`config.mk`:
```
export PLATFORM = sky130hd
export DESIGN_NAME = fetch_control
export DESIGN_NICKNAME = d
export VERILOG_FILES = /design/src/rtl/cpu_pkg.sv /design/src/rtl/instr_decoder.sv /design/src/rtl/fetch_control.sv
export SDC_FILE = /design/constraint.sdc
export NUM_CORES = 1
export LEC_CHECK = 0
export BUFFER_PORTS_ARGS = -buffer_cell sky130_fd_sc_hd__buf_2
export CORE_ASPECT_RATIO = 1.2
export CORE_MARGIN = 4
export CORE_UTILIZATION = 51
export DETAILED_ROUTE_END_ITERATION = 16
export PLACE_DENSITY = 0.92
export SLEW_MARGIN = 20
export SYNTH_ARGS = -nofsm -noshare
export SYNTH_HDL_FRONTEND = slang
export SYNTH_SLANG_ARGS = --single-unit
```
`constraint.sdc`:
```
create_clock -name clk -period 2.5 [get_ports clk]
set_input_delay 0.625 -clock clk [delete_from_list [all_inputs] [get_ports clk]]
set_output_delay 0.625 -clock clk [all_outputs]
set_load 0.03 [all_outputs]
```
`src/rtl/cpu_pkg.sv`:
```
// Shared definitions for the fetch/decode stage: opcodes, FSM states,
// instruction field positions and the decoder's output bundle.
package cpu_pkg;

    localparam int INSTR_W = 16;

    localparam logic [3:0] OP_NOP   = 4'h0;
    localparam logic [3:0] OP_ALU_R = 4'h1;
    localparam logic [3:0] OP_BZ    = 4'h2;
    localparam logic [3:0] OP_BC    = 4'h3;
    localparam logic [3:0] OP_BV    = 4'h4;
    localparam logic [3:0] OP_JMP   = 4'h5;
    localparam logic [3:0] OP_HALT  = 4'h6;
    localparam logic [3:0] OP_RSVD  = 4'h7;

    localparam int OP_LSB   = 12;
    localparam int RS_LSB   = 9;
    localparam int RT_LSB   = 6;
    localparam int RD_R_LSB = 3;
    localparam int RD_I_LSB = 6;

    typedef enum logic [1:0] {
        FETCH = 2'd0,
        EXEC  = 2'd1,
        HALT  = 2'd2
    } state_t;

    typedef struct packed {
        logic [2:0] rs;
        logic [2:0] rt;
        logic [2:0] rd;
        logic [2:0] alu_op;
        logic [5:0] imm;
        logic       select_imm;
        logic       is_alu;
        logic       br_z;
        logic       br_c;
        logic       br_v;
        logic       is_jmp;
        logic       is_halt;
        logic       is_illegal;
        logic [7:0] off8;
    } decode_t;

endpackage

```
`src/rtl/instr_decoder.sv`:
```
// Combinational instruction decoder. Register/immediate fields are zero for
// anything that is not an ALU op, so the top only has to gate on state.
module instr_decoder
    import cpu_pkg::*;
(
    input  logic [INSTR_W-1:0] instr,
    output decode_t            dec
);

    logic [3:0] op;

    assign op = instr[INSTR_W-1:OP_LSB];

    always_comb begin
        dec      = '0;
        dec.off8 = instr[7:0];
        if (op[3]) begin
            // Opcodes 8..F: ALU with immediate, operation taken from op[2:0].
            dec.rs         = instr[RS_LSB+:3];
            dec.rd         = instr[RD_I_LSB+:3];
            dec.imm        = instr[5:0];
            dec.alu_op     = op[2:0];
            dec.select_imm = 1'b1;
            dec.is_alu     = 1'b1;
        end else begin
            case (op)
                OP_ALU_R: begin
                    dec.rs     = instr[RS_LSB+:3];
                    dec.rt     = instr[RT_LSB+:3];
                    dec.rd     = instr[RD_R_LSB+:3];
                    dec.alu_op = instr[2:0];
                    dec.is_alu = 1'b1;
                end
                OP_BZ:   dec.br_z       = 1'b1;
                OP_BC:   dec.br_c       = 1'b1;
                OP_BV:   dec.br_v       = 1'b1;
                OP_JMP:  dec.is_jmp     = 1'b1;
                OP_HALT: dec.is_halt    = 1'b1;
                OP_RSVD: dec.is_illegal = 1'b1;
                default: ;
            endcase
        end
    end

endmodule

```
`src/rtl/fetch_control.sv`:
```
// Fetch/decode/sequencing stage: owns the PC, the two-cycle FETCH/EXEC FSM,
// the stored ALU flags and the retired-instruction counter.
module fetch_control
    import cpu_pkg::*;
#(
    parameter int PC_W = 8
) (
    input  logic               clk,
    input  logic               reset,
    output logic [PC_W-1:0]    imem_addr,
    input  logic [INSTR_W-1:0] imem_data,
    input  logic               carry,
    input  logic               overflow,
    input  logic               zero,
    output logic [5:0]         immidiate,
    output logic               select_imm,
    output logic [2:0]         rs,
    output logic [2:0]         rt,
    output logic [2:0]         rd,
    output logic [2:0]         alu_op,
    output logic               reg_write,
    output logic               halted,
    output logic               illegal,
    output logic [15:0]        instret
);

    state_t          state;
    state_t          state_nxt;
    logic [PC_W-1:0] pc;
    logic [PC_W-1:0] pc_nxt;
    logic [PC_W-1:0] pc_inc;
    logic [PC_W-1:0] off_ext;
    logic            flag_c;
    logic            flag_v;
    logic            flag_z;
    logic            take_branch;
    logic            in_exec;
    decode_t         dec;

    instr_decoder u_decoder (
        .instr (imem_data),
        .dec   (dec)
    );

    assign in_exec     = (state == EXEC);
    assign pc_inc      = pc + PC_W'(1);
    assign off_ext     = PC_W'(signed'(dec.off8));
    assign take_branch = (dec.br_z & flag_z) | (dec.br_c & flag_c) | (dec.br_v & flag_v);

    always_comb begin
        state_nxt = state;
        pc_nxt    = pc;
        case (state)
            FETCH: state_nxt = EXEC;
            EXEC: begin
                if (dec.is_halt) begin
                    state_nxt = HALT;
                end else begin
                    state_nxt = FETCH;
                    if (dec.is_jmp)
                        pc_nxt = imem_data[PC_W-1:0];
                    else if (take_branch)
                        pc_nxt = pc_inc + off_ext;
                    else
                        pc_nxt = pc_inc;
                end
            end
            HALT:    state_nxt = HALT;
            default: state_nxt = FETCH;
        endcase
    end

    always_ff @(posedge clk or posedge reset) begin
        if (reset) begin
            state   <= FETCH;
            pc      <= '0;
            flag_c  <= 1'b0;
            flag_v  <= 1'b0;
            flag_z  <= 1'b0;
            illegal <= 1'b0;
            instret <= '0;
        end else begin
            state <= state_nxt;
            pc    <= pc_nxt;
            if (in_exec) begin
                if (dec.is_alu)
                    {flag_c, flag_v, flag_z} <= {carry, overflow, zero};
                if (dec.is_illegal)
                    illegal <= 1'b1;
                if (instret != 16'hFFFF)
                    instret <= instret + 16'd1;
            end
        end
    end

    // Controls come straight from state so they collapse the moment reset hits.
    assign imem_addr  = pc;
    assign halted     = (state == HALT);
    assign reg_write  = in_exec & dec.is_alu;
    assign select_imm = in_exec & dec.select_imm;
    assign alu_op     = in_exec ? dec.alu_op : 3'd0;
    assign rs         = in_exec ? dec.rs : 3'd0;
    assign rt         = in_exec ? dec.rt : 3'd0;
    assign rd         = in_exec ? dec.rd : 3'd0;
    assign immidiate  = in_exec ? dec.imm : 6'd0;

endmodule

```
* Word level (Yosys, flattened, before mapping)
Index checks and enable logic that the tools add are counted.
** Storage, ports and cells
- Output and inout port bits :: 46
- Input port bits :: 21
- Word-level logic and storage cells :: 56
- Register bits :: 30
** Cells by class
- Bitwise gates (word level) :: 8
- Reductions and logical operators :: 5
- Add/subtract/negate cells :: 3
- Multiplexer cells :: 23
- Equal/unequal tests :: 10
** Operator list (number)
- 3-bit two-way mux :: 6
- 6-bit two-way mux :: 3
- 16-bit by 1-bit adder with 16-bit output, second input constant :: 1
- 4-bit by 3-bit == test with 1-bit output, second input constant :: 4
- 8-bit two-way mux :: 2
- 16-bit inequality test, second input constant :: 1
- 12-bit two-way mux :: 1
- 8-bit by 1-bit adder with 8-bit output, second input constant :: 1
- 8-bit adder :: 1
- 4-bit by 2-bit == test with 1-bit output, second input constant :: 2
- 1-bit two-way mux :: 8
- 2-bit AND reduction :: 4
- 7-bit two-way mux :: 1
- 2-bit one-hot mux with 3 select lines :: 1
- 1-bit bitwise AND :: 5
- 4-bit by 1-bit == test with 1-bit output, second input constant :: 1
- 2-bit by 1-bit == test with 1-bit output, second input constant :: 1
- 2-bit == test, second input constant :: 1
- 2-bit zero test :: 1
- 2-bit two-way mux :: 1
- 1-bit bitwise OR :: 2
- 1-bit inverter :: 1

* Longest topological paths before layout
Gate-level depths: netlist of the first run.
- Depth in word-level cells :: 8
- Depth in mapped cells :: 11
- Depth with buffers taken out :: 11

* Modules after synthesis
From an unflattened synthesis of the first run, not the netlist that was laid out.
** Second synthesis, totals
- Cell total of the unflattened synthesis :: 273
- Area, all modules :: 2353.5 um2
** By module, submodules not included
- fetch_control :: seq. area each 750.7 um2, area an instance 2004.4 um2, instances 1, cells each 221
- instr_decoder :: seq. area each 0.0 um2, area an instance 349.1 um2, instances 1, cells each 52

* Worst setup path before layout of the first run
Ideal clock, no wire load.
- Kind :: register -> register
- From :: register pc[0] (netlist: imem_addr[0])
- To :: register pc[7] (netlist: imem_addr[7])
- Path buffers :: 0
- Clock period less this slack :: 2.534 ns
- Cell stages (with the launch flop) :: 12
- Slack :: -0.034 ns
- Required time :: 2.354 ns
- Setup time :: 0.146 ns
- Arrival time :: 2.389 ns
- Path through :: dfrtp_1 -> ha_1 -> nand3_1 -> nor2_1 -> xor2_1 -> ha_1 -> a21oi_1 -> o211ai_1 -> and3b_1 -> o21ai_0 -> xnor2_1 -> o221ai_1
** Between the ends
- Cells in the longest elaborated chain, start to end :: 4
** RTL lines
- start: declaration :: RTL line fetch_control.sv:29 : logic [PC_W-1:0] pc;
- start signal: assignment :: RTL line fetch_control.sv:84 : pc <= pc_nxt;
- 8-bit by 1-bit adder with 8-bit output * :: RTL line fetch_control.sv:46 : assign pc_inc = pc + PC_W'(1);
- 8-bit adder :: RTL line fetch_control.sv:63 : pc_nxt = pc_inc + off_ext;
- 8-bit two-way mux * :: RTL line fetch_control.sv:62 : else if (take_branch)
- 8-bit two-way mux * :: RTL line fetch_control.sv:60 : if (dec.is_jmp)
Mark *: on every way between the ends. The rest lies on a longest branch, timed or not.
A chain may end at the register's enable or synchronous reset.

* Worst setup path in the final report of the first run
Ends and elaborated chain as after synthesis.

==> results.cfg, run 1 <==
[finish]
num_antenna_cells = 0
finalNonFillerCells = 367
multi_input_comb_area_um2 = 1320
layout-drive-gt1-share = 0.335
fin_util = 0.683
finish.instance_area_um2 = 2690
design.final.nets = 344
most_common_library_cell_in_the_layout_ignoring_fill_and_taps = sky130_fd_sc_hd__buf_2
fill_cells = 326
mostFrequentLayoutCells = sky130_fd_sc_hd__buf_2 (66), sky130_fd_sc_hd__nand2_1 (38), sky130_fd_sc_hd__dfrtp_1 (28), sky130_fd_sc_hd__xnor2_1 (19), sky130_fd_sc_hd__nor2_1 (19)
area_occupied_by_registers_um2 = 753
area_delta_synth_final_pct = 29.6

[yosys]
synth-main-ff-cell = sky130_fd_sc_hd__dfrtp_1
post_synth_num_cell_types = 47
yosysSeqAreaShare = 0.361
synth-async-reset-ratio = 1.00
synth.avg_cell_area_um2 = 9.03
synth_warnings = 0
number_of_enable_flip_flop_cells_after_synthesis = 0
netlist_area_um2 = 2080
postSynthRegisterBits = 30
syn-num-nets = 262
syn-instance-count = 230

[sta]
slew_violations = 0
fin_worst_skew_ns = 0.00617
tightest_slew_ns = 0.705
timing.max_slew.rel_slack = 0.526
finalWorstSetupSlack_ns = 0.0326
max_clock_freq_mhz = 405
hold_viol = 0
setup_total_negative_slack_ns = 0
layout_worst_path_cycle_share = 0.987
finalSetupViolations = 0
hold-worst-slack_ns = 0.449
layout_min_cycle_time_ns = 2.47

[pwr]
power.static_leakage_nw = 1.36
power.net_switching_mw = 1.49
power.density_cell_area_nw_per_um2 = 1150
clkPwrFrac = 0.129
max-vdd-ir-drop_mv = 0.730
power.share.sequential = 0.272
int_pwr_mw = 1.60
total_power_mw = 3.09
power.share.switching = 0.482
share_comb_of_total_power = 0.599

[setup_path]
path_max_fanout = 5
worstSetupStartpointType = flop
timing.critical_path.arrival_ns = 2.60
setup.worst_path.class = reg2reg
worst_path_required_ns = 2.63
critical_path_end_type = flop

[place]
port-buffer-count = 66
place_worst_setup_slack_ns = -0.00269
gp_congestion = 0.943
placed_cell_area_um2 = 2530
placed_instance_count = 355
dp_hpwl_mm = 4.15

[clock_network]
max-clock-path-buffers = 2
cts.reportedPaths.clkPinSlew_ns = 0.06
insertion_delay_ns = 0.28
tritoncts_num_sinks = 30
root_buffer = sky130_fd_sc_hd__clkbuf_8
htree_depth = 2
tritoncts = built
cts-buffers-inserted = 5

[global_route]
met1_usage = 0.262
global_route.usage.met3 = 0.0550
grt_start_max_net_pins = 20
gr-max-usage-layer = met2
grt_first_pass_wirelength_mm = 8.70
grt_antenna_before_repair = 0
global_route_usage_sum = 0.215
grt_overflow = 0
grt_use_met2 = 0.364
first_global_vias = 1906

[drt]
first_iter_violations = 197
drtAntennaViolNets = 0
vias = 2057
post-route-drc-count = 0
wire_length_after_detailed_routing_mm = 5.61
route.detailed.vias_per_inst = 5.60
avgRoutedWirePerCell_um = 15.3
drt_pre_antenna_iters = 4

[floorplanning]
rows = 25
io-pin-count = 67
die_width_um = 66.3
core-area_um2 = 3940
dieArea_um2 = 5160
initial_core_util = 0.527
die_y_um = 77.9

[job]
maxcap_viol_count = 0

[outcome]
run_status = finished, final reports clean

[worst_hold_path]
worstHoldPathType = in2async
state kept, by name, indices dropped and copies added, names as in the netlist:
signal     flops
instret       16
imem_addr      8
state          2
flag_c         1
flag_v         1
flag_z         1
illegal        1
critical path, stage by stage, from the launching register on:
cell and delay (ns):
sky130_fd_sc_hd__dfrtp_2 0.43, sky130_fd_sc_hd__ha_4 0.17, sky130_fd_sc_hd__nand3_2 0.11, sky130_fd_sc_hd__nor2_1 0.16, sky130_fd_sc_hd__xor2_1 0.23, sky130_fd_sc_hd__ha_1 0.31, sky130_fd_sc_hd__a21oi_2 0.16, sky130_fd_sc_hd__o211ai_1 0.13
sky130_fd_sc_hd__and3b_1 0.20, sky130_fd_sc_hd__o21ai_2 0.15, sky130_fd_sc_hd__xnor2_1 0.13, sky130_fd_sc_hd__o221ai_1 0.13
area by class of cell:
type                       instances  area share
clock buffer                       7      0.0321
clock inverter                     1     0.00186
inverter                           8      0.0112
multi-input combinational        187       0.488
sequential                        30       0.280
tap                               54      0.0251
timing repair buffer              80       0.162
cells in the mapped netlist (3+ instances only):
cell type | number | area share
sky130_fd_sc_hd__ha_1 | 10 | 0.060
sky130_fd_sc_hd__nand3_1 | 5 | 0.012
sky130_fd_sc_hd__clkbuf_1 | 3 | 0.0054
sky130_fd_sc_hd__dfrtp_1 | 30 | 0.36
sky130_fd_sc_hd__nand2_1 | 38 | 0.069
sky130_fd_sc_hd__mux2i_1 | 7 | 0.034
sky130_fd_sc_hd__o21ai_0 | 6 | 0.014
sky130_fd_sc_hd__nand4_1 | 5 | 0.015
sky130_fd_sc_hd__o221ai_1 | 7 | 0.030
sky130_fd_sc_hd__inv_1 | 8 | 0.014
sky130_fd_sc_hd__xor2_1 | 5 | 0.021
sky130_fd_sc_hd__a22o_1 | 3 | 0.013
sky130_fd_sc_hd__and2_1 | 7 | 0.021
sky130_fd_sc_hd__a21oi_1 | 6 | 0.014
sky130_fd_sc_hd__nand2b_1 | 4 | 0.012
sky130_fd_sc_hd__nor2_1 | 19 | 0.034
sky130_fd_sc_hd__and3_1 | 7 | 0.021
sky130_fd_sc_hd__xnor2_1 | 20 | 0.084
what timing repair did:
item	in CTS	in global routing
pin swaps	0	8
hold buffers	0	0
setup endpoints to repair	1	2
resized for setup	1	9
setup buffers	0	4
endpoints found under the hold margin	0	0
worst paths after layout:
kind	startpoint	end	slack (ns)	cells past startpoint
hold / removal	reset	instret[12]	0.45	2
max in group asynchronous	reset	instret[7]	1.44	3
min in group clk	state[1]	state[0]	0.45	1
hold reg to reg	state[1]	state[0]	0.45	1
setup / recovery	imem_addr[0]	imem_addr[7]	0.03	11
setup reg to reg	imem_addr[0]	imem_addr[7]	0.03	11
power by group through the flow:
stage	clock, mW	sequential [mW]	combinational (mW)
floorplan	0	1.03	1.03
global placement	0	0.816	1.68
detailed placement	0	0.827	1.73
CTS	0.414	0.820	1.73
global route	0.436	0.866	2.01
finish	0.399	0.841	1.85
metal layers:
metal / vias up / routed length, µm
met4: 0 / 94
met2: 86 / 2880
met5: - / 0
li1: 984 / -
met3: 10 / 402
met1: 977 / 2230
logic make-up after synthesis:
logic type,Yosys count,share of synthesized area
compound gates,42,0.143
buf+inv,13,0.0259
xor+xnor,25,0.105
mux,7,0.0337
simple gates,102,0.261
fa+ha+maj,11,0.0699
flops,30,0.361
(Power assumes the default switching activity.)
==> run 2, diff against run 1 <==
--- a/config.mk
+++ b/config.mk
@@ -11,6 +11,7 @@
 export CORE_UTILIZATION = 51
 export DETAILED_ROUTE_END_ITERATION = 16
 export PLACE_DENSITY = 0.92
+export SKIP_LAST_GASP = 1
 export SLEW_MARGIN = 20
 export SYNTH_ARGS = -nofsm -noshare
 export SYNTH_HDL_FRONTEND = slang
==> constraint.sdc (replaced) <==
create_clock -name clk -period 2.8 [get_ports clk]
set_input_delay 0.7 -clock clk [delete_from_list [all_inputs] [get_ports clk]]
set_output_delay 0.7 -clock clk [all_outputs]
set_load 0.03 [all_outputs]
==> run 2 against run 1 <==
Net effect: register-to-register slack better by 0.23 ns; core utilization is 2.8 points lower; flip-flop and latch count stayed put; via count is 1.4% lower; non-clock buffer count fell by 9; power shrank 16%; first-iteration DRC count shrank 35%; clock skew is 0.0038 ns lower; global-route usage fell by 0.33 points; sequential power is 12% lower; critical path type unchanged; largest cell class unchanged.
==> results.cfg, run 2 (same netlist as run 1, synthesis figures left out) <==
[outcome]
run_status = finished, final reports clean

[clock_network]
max-clock-path-buffers = 2
tritoncts_num_sinks = 30
cts-buffers-inserted = 5
cts.reportedPaths.clkPinSlew_ns = 0.06
postCtsHoldBufs = 0
htree_depth = 2
insertion_delay_ns = 0.28
tritoncts = built
root_buffer = sky130_fd_sc_hd__clkbuf_8

[global_route]
grt_first_pass_wirelength_mm = 8.58
global_route_usage_sum = 0.212
first_global_vias = 1916
grt_antenna_before_repair = 0
grt_start_max_net_pins = 31
grt_overflow = 0

[finish]
regMostFlops = instret
most_common_library_cell_in_the_layout_ignoring_fill_and_taps = sky130_fd_sc_hd__buf_2
mostFrequentLayoutCells = sky130_fd_sc_hd__buf_2 (66), sky130_fd_sc_hd__nand2_1 (38), sky130_fd_sc_hd__dfrtp_1 (29), sky130_fd_sc_hd__xnor2_1 (20), sky130_fd_sc_hd__nor2_1 (19)
layout-drive-gt1-share = 0.289
finalNonFillerCells = 358
fin_util = 0.655
num_antenna_cells = 0
design.final.nets = 335
largest_register_ff_count = 16
area_delta_synth_final_pct = 24.3

[drt]
avgRoutedWirePerCell_um = 14.7
vias = 2029
wire_length_after_detailed_routing_mm = 5.25
route.detailed.vias_per_inst = 5.67
drtAntennaViolNets = 0
first_iter_violations = 128
post-route-drc-count = 0
drt_pre_antenna_iters = 4

[sta]
tightest_slew_ns = 0.667
grt_setup_unrepaired = no
layout_worst_path_cycle_share = 0.904
finalSetupViolations = 0
slew_violations = 0
hold_viol = 0
fin_worst_skew_ns = 0.00239
max_clock_freq_mhz = 395
setup_total_negative_slack_ns = 0
timing.max_slew.rel_slack = 0.551
layout_min_cycle_time_ns = 2.53

[worst_hold_path]
worstHoldPathType = reg2reg

[floorplanning]
die_y_um = 77.9
io-pin-count = 67
core-area_um2 = 3940
rows = 25
initial_core_util = 0.527
dieArea_um2 = 5160
die_width_um = 66.3

[setup_path]
worstSetupStartpointType = flop
worst_path_required_ns = 2.93
setup.worst_path.class = reg2reg
timing.critical_path.arrival_ns = 2.66
worst-r2r-setup-slack_ns = 0.27
critical_path_end_type = flop
path_max_fanout = 5

[pwr]
total_power_mw = 2.60
power.share.switching = 0.486
power.share.sequential = 0.283
power.net_switching_mw = 1.26
int_pwr_mw = 1.34
power.density_cell_area_nw_per_um2 = 1010
power.static_leakage_nw = 1.31
max-vdd-ir-drop_mv = 0.634
share_comb_of_total_power = 0.582
clkPwrFrac = 0.135

[job]
maxcap_viol_count = 0

[place]
dp_hpwl_mm = 4.11
port-buffer-count = 66
placed_instance_count = 350
gp_congestion = 0.858
-- run 2: layer usage --
| layer | track usage | share of wire | wire (µm) |
|---|---|---|---|
| met3 | 0.0434 | 0.064 | 334 |
| met2 | 0.368 | 0.51 | 2700 |
| met1 | 0.242 | 0.40 | 2080 |
| met4 | 0.0996 | 0.026 | 138 |
| met5 | 0 | 0 | 0 |
-- run 2: final cells by class --
class,instances,area [µm²]
clock buffers,7,86.3
clock inverters,1,5.00
fillers,352,1360
inverters,8,30.0
multi-input cells,187,1270
flip-flops and latches,30,752
well taps,54,67.6
repair buffers,71,368
-- run 2: what timing repair did --
item | in CTS | in global routing
buffers inserted | 0 | 0
endpoints found under the hold margin | 0 | 0
gates resized for setup | 0 | 2
setup endpoints to repair | 0 | 1
-- run 2: metrics by stage --
step | hold slack, ns | worst slack, ns | area (µm²)
6_report | 0.449 | 0.267 | 2580
5_1_grt | 0.490 | 0.0447 | 2580
4_1_cts | 0.451 | 0.132 | 2580
3_5_place_dp | 0.451 | 0.155 | 2490
3_3_place_gp | 0.428 | 0.222 | 2490
2_1_floorplan | 0.416 | 0.173 | 2080
-- run 2: critical path, cell delays in order, from the launching register on --
cell	delay (ns)
sky130_fd_sc_hd__dfrtp_1	0.41
sky130_fd_sc_hd__ha_1	0.22
sky130_fd_sc_hd__nand3_1	0.13
sky130_fd_sc_hd__nor2_1	0.16
sky130_fd_sc_hd__xor2_1	0.21
sky130_fd_sc_hd__ha_1	0.30
sky130_fd_sc_hd__a21oi_1	0.21
sky130_fd_sc_hd__o211ai_1	0.14
sky130_fd_sc_hd__and3b_1	0.19
sky130_fd_sc_hd__o21ai_1	0.15
sky130_fd_sc_hd__xnor2_1	0.13
sky130_fd_sc_hd__o221ai_1	0.13
-- run 2: final timing paths --
kind	from	cells past startpoint	end
min in group asynchronous	reset	3	instret[14]
max in group asynchronous	reset	3	imem_addr[0]
max	imem_addr[1]	11	imem_addr[7]
max reg2reg	imem_addr[1]	11	imem_addr[7]
min	state[1]	1	state[0]
min reg2reg	state[1]	1	state[0]
-- run 2: power by group through the flow --
stage,Combinational [mW],Sequential [mW],Clock (mW)
2_1_floorplan,0.919,0.915,0
3_3_place_gp,1.45,0.733,0
3_5_place_dp,1.51,0.740,0
4_1_cts,1.51,0.733,0.368
5_1_grt,1.66,0.762,0.388
6_report,1.52,0.737,0.352
==> run 3, diff against run 2 <==
--- a/config.mk
+++ b/config.mk
@@ -6,11 +6,13 @@
 export NUM_CORES = 1
 export LEC_CHECK = 0
 export BUFFER_PORTS_ARGS = -buffer_cell sky130_fd_sc_hd__buf_2
+export CELL_PAD_IN_SITES_DETAIL_PLACEMENT = 1
+export CELL_PAD_IN_SITES_GLOBAL_PLACEMENT = 1
 export CORE_ASPECT_RATIO = 1.2
 export CORE_MARGIN = 4
-export CORE_UTILIZATION = 51
+export CORE_UTILIZATION = 37
 export DETAILED_ROUTE_END_ITERATION = 16
-export PLACE_DENSITY = 0.92
+export PLACE_DENSITY = 0.91
 export SKIP_LAST_GASP = 1
 export SLEW_MARGIN = 20
 export SYNTH_ARGS = -nofsm -noshare
==> run 3 against run 2 <==
Net effect: flip-flop and latch count did not move; combinational power hardly changed; sequential power grew 0.5%; clock power is 16% higher; via count is 2.0% lower; non-clock buffer count stayed put; hold slack better by 0.0082 ns; fmax shrank 1.2%; power grew 3.1%.
==> results.cfg, run 3 (same netlist as run 1, synthesis figures left out) <==
[sta]
slew_violations = 0
hold-worst-slack_ns = 0.457
layout_worst_path_cycle_share = 0.916
fin_worst_skew_ns = 0.00692
grt_setup_unrepaired = no
hold_viol = 0
tightest_slew_ns = 0.629
layout_min_cycle_time_ns = 2.56
setup_total_negative_slack_ns = 0
timing.max_slew.rel_slack = 0.578
finalSetupViolations = 0
max_clock_freq_mhz = 390

[clock_network]
tritoncts_num_sinks = 30
max-clock-path-buffers = 2
cts.reportedPaths.clkPinSlew_ns = 0.07
htree_depth = 2
root_buffer = sky130_fd_sc_hd__clkbuf_8
insertion_delay_ns = 0.28
cts-buffers-inserted = 5
postCtsHoldBufs = 0
tritoncts = built

[pwr]
power.static_leakage_nw = 1.32
power.density_cell_area_nw_per_um2 = 1020
max-vdd-ir-drop_mv = 0.516
total_power_mw = 2.68

[floorplanning]
dieArea_um2 = 6880
core-area_um2 = 5370
io-pin-count = 67
initial_core_util = 0.387
die_y_um = 90.1
rows = 29
die_width_um = 76.4

[outcome]
run_status = finished, final reports clean

[job]
maxcap_viol_count = 0

[setup_path]
setup.worst_path.class = reg2reg
worst-r2r-setup-slack_ns = 0.24
worst_path_required_ns = 2.92
critical_path.reg2reg.endpoint = imem_addr[7]
timing.critical_path.arrival_ns = 2.68
crit-reg2reg-launch = imem_addr[0]
worstSetupStartpointType = flop
path_max_fanout = 6
cp-endpoint = imem_addr[7]
worstSetupStartpoint = imem_addr[0]
rr_worst_depth = 11
critical_path_end_type = flop

[place]
dp_hpwl_mm = 4.83
gp_congestion = 0.912
port-buffer-count = 66

[worst_hold_path]
worstHoldPathType = reg2reg
hold_path.startpoint = state[1]

[global_route]
grt_start_max_net_pins = 31
grt_overflow = 0
first_global_vias = 2171
global_route_usage_sum = 0.184
grt_first_pass_wirelength_mm = 10.4
grt_antenna_before_repair = 0

[drt]
drt_pre_antenna_iters = 4
first_iter_violations = 74
route.detailed.vias_per_inst = 5.43
wire_length_after_detailed_routing_mm = 6.03
drtAntennaViolNets = 0
post-route-drc-count = 0
avgRoutedWirePerCell_um = 16.5
vias = 1988

[finish]
regMostFlops = instret
largest_register_ff_count = 16
design.final.nets = 335
most_common_library_cell_in_the_layout_ignoring_fill_and_taps = sky130_fd_sc_hd__buf_2
fin_util = 0.489
layout-drive-gt1-share = 0.296
area_delta_synth_final_pct = 26.4
num_antenna_cells = 0
mostFrequentLayoutCells = sky130_fd_sc_hd__buf_2 (66), sky130_fd_sc_hd__nand2_1 (38), sky130_fd_sc_hd__dfrtp_1 (29), sky130_fd_sc_hd__xnor2_1 (20), sky130_fd_sc_hd__nor2_1 (19)
[run 3: area by class of cell]
type / count / area, µm²
fillers: 665 / 2740
multi-input cells: 187 / 1280
flip-flops and latches: 30 / 752
repair buffers: 71 / 380
clock buffers: 8 / 110
well taps: 62 / 77.6
inverters: 8 / 30.0
[run 3: metrics by stage]
step | area [µm²] | setup WS [ns] | instances
2_1_floorplan | 2080 | 0.173 | 230
3_3_place_gp | 2500 | 0.258 | 357
3_5_place_dp | 2500 | 0.157 | 357
4_1_cts | 2610 | 0.143 | 365
5_1_grt | 2630 | 0.00935 | 366
6_report | 2630 | 0.237 | 366
[run 3: what timing repair did]
action | in CTS | in global routing
gates resized for setup | 0 | 2
hold endpoints to repair | 0 | 0
buffers inserted | 0 | 1
endpoints found under the setup margin | 0 | 1
[run 3: metal layers]
layer  up-vias  global-route usage  wire length [µm]
met4         0              0.0680               123
met1       961               0.212              2590
met2        55               0.328              3010
li1        963                   -                 -
met5         -                   0                 0
met3         9              0.0460               310
[run 3: how the worst min path moves through the flow]
stage / endpoint / depth (start not counted) / slack, ns
floorplan: state[0] / 1 / 0.42
global placement: state[0] / 1 / 0.43
detailed placement: flag_v / 2 / 0.46
CTS: state[0] / 1 / 0.47
global route: state[0] / 1 / 0.49
finish: state[0] / 1 / 0.46
[run 3: where the power goes]
part	total [mW]	switching [mW]	internal, mW
clock network	0.408	0.160	0.248
registers	0.741	0.168	0.573
logic	1.54	0.967	0.568
total	2.68	1.30	1.39
[run 3: worst max-delay path: stages, from the launching register on]
cell                       delay (ns)
sky130_fd_sc_hd__dfrtp_2         0.42
sky130_fd_sc_hd__ha_1            0.22
sky130_fd_sc_hd__nand3_1         0.13
sky130_fd_sc_hd__nor2_1          0.16
sky130_fd_sc_hd__xor2_1          0.20
sky130_fd_sc_hd__ha_1            0.31
sky130_fd_sc_hd__a21oi_2         0.18
sky130_fd_sc_hd__o211ai_1        0.13
sky130_fd_sc_hd__and3b_1         0.19
sky130_fd_sc_hd__o21ai_0         0.18
sky130_fd_sc_hd__xnor2_1         0.15
sky130_fd_sc_hd__o221ai_1        0.14
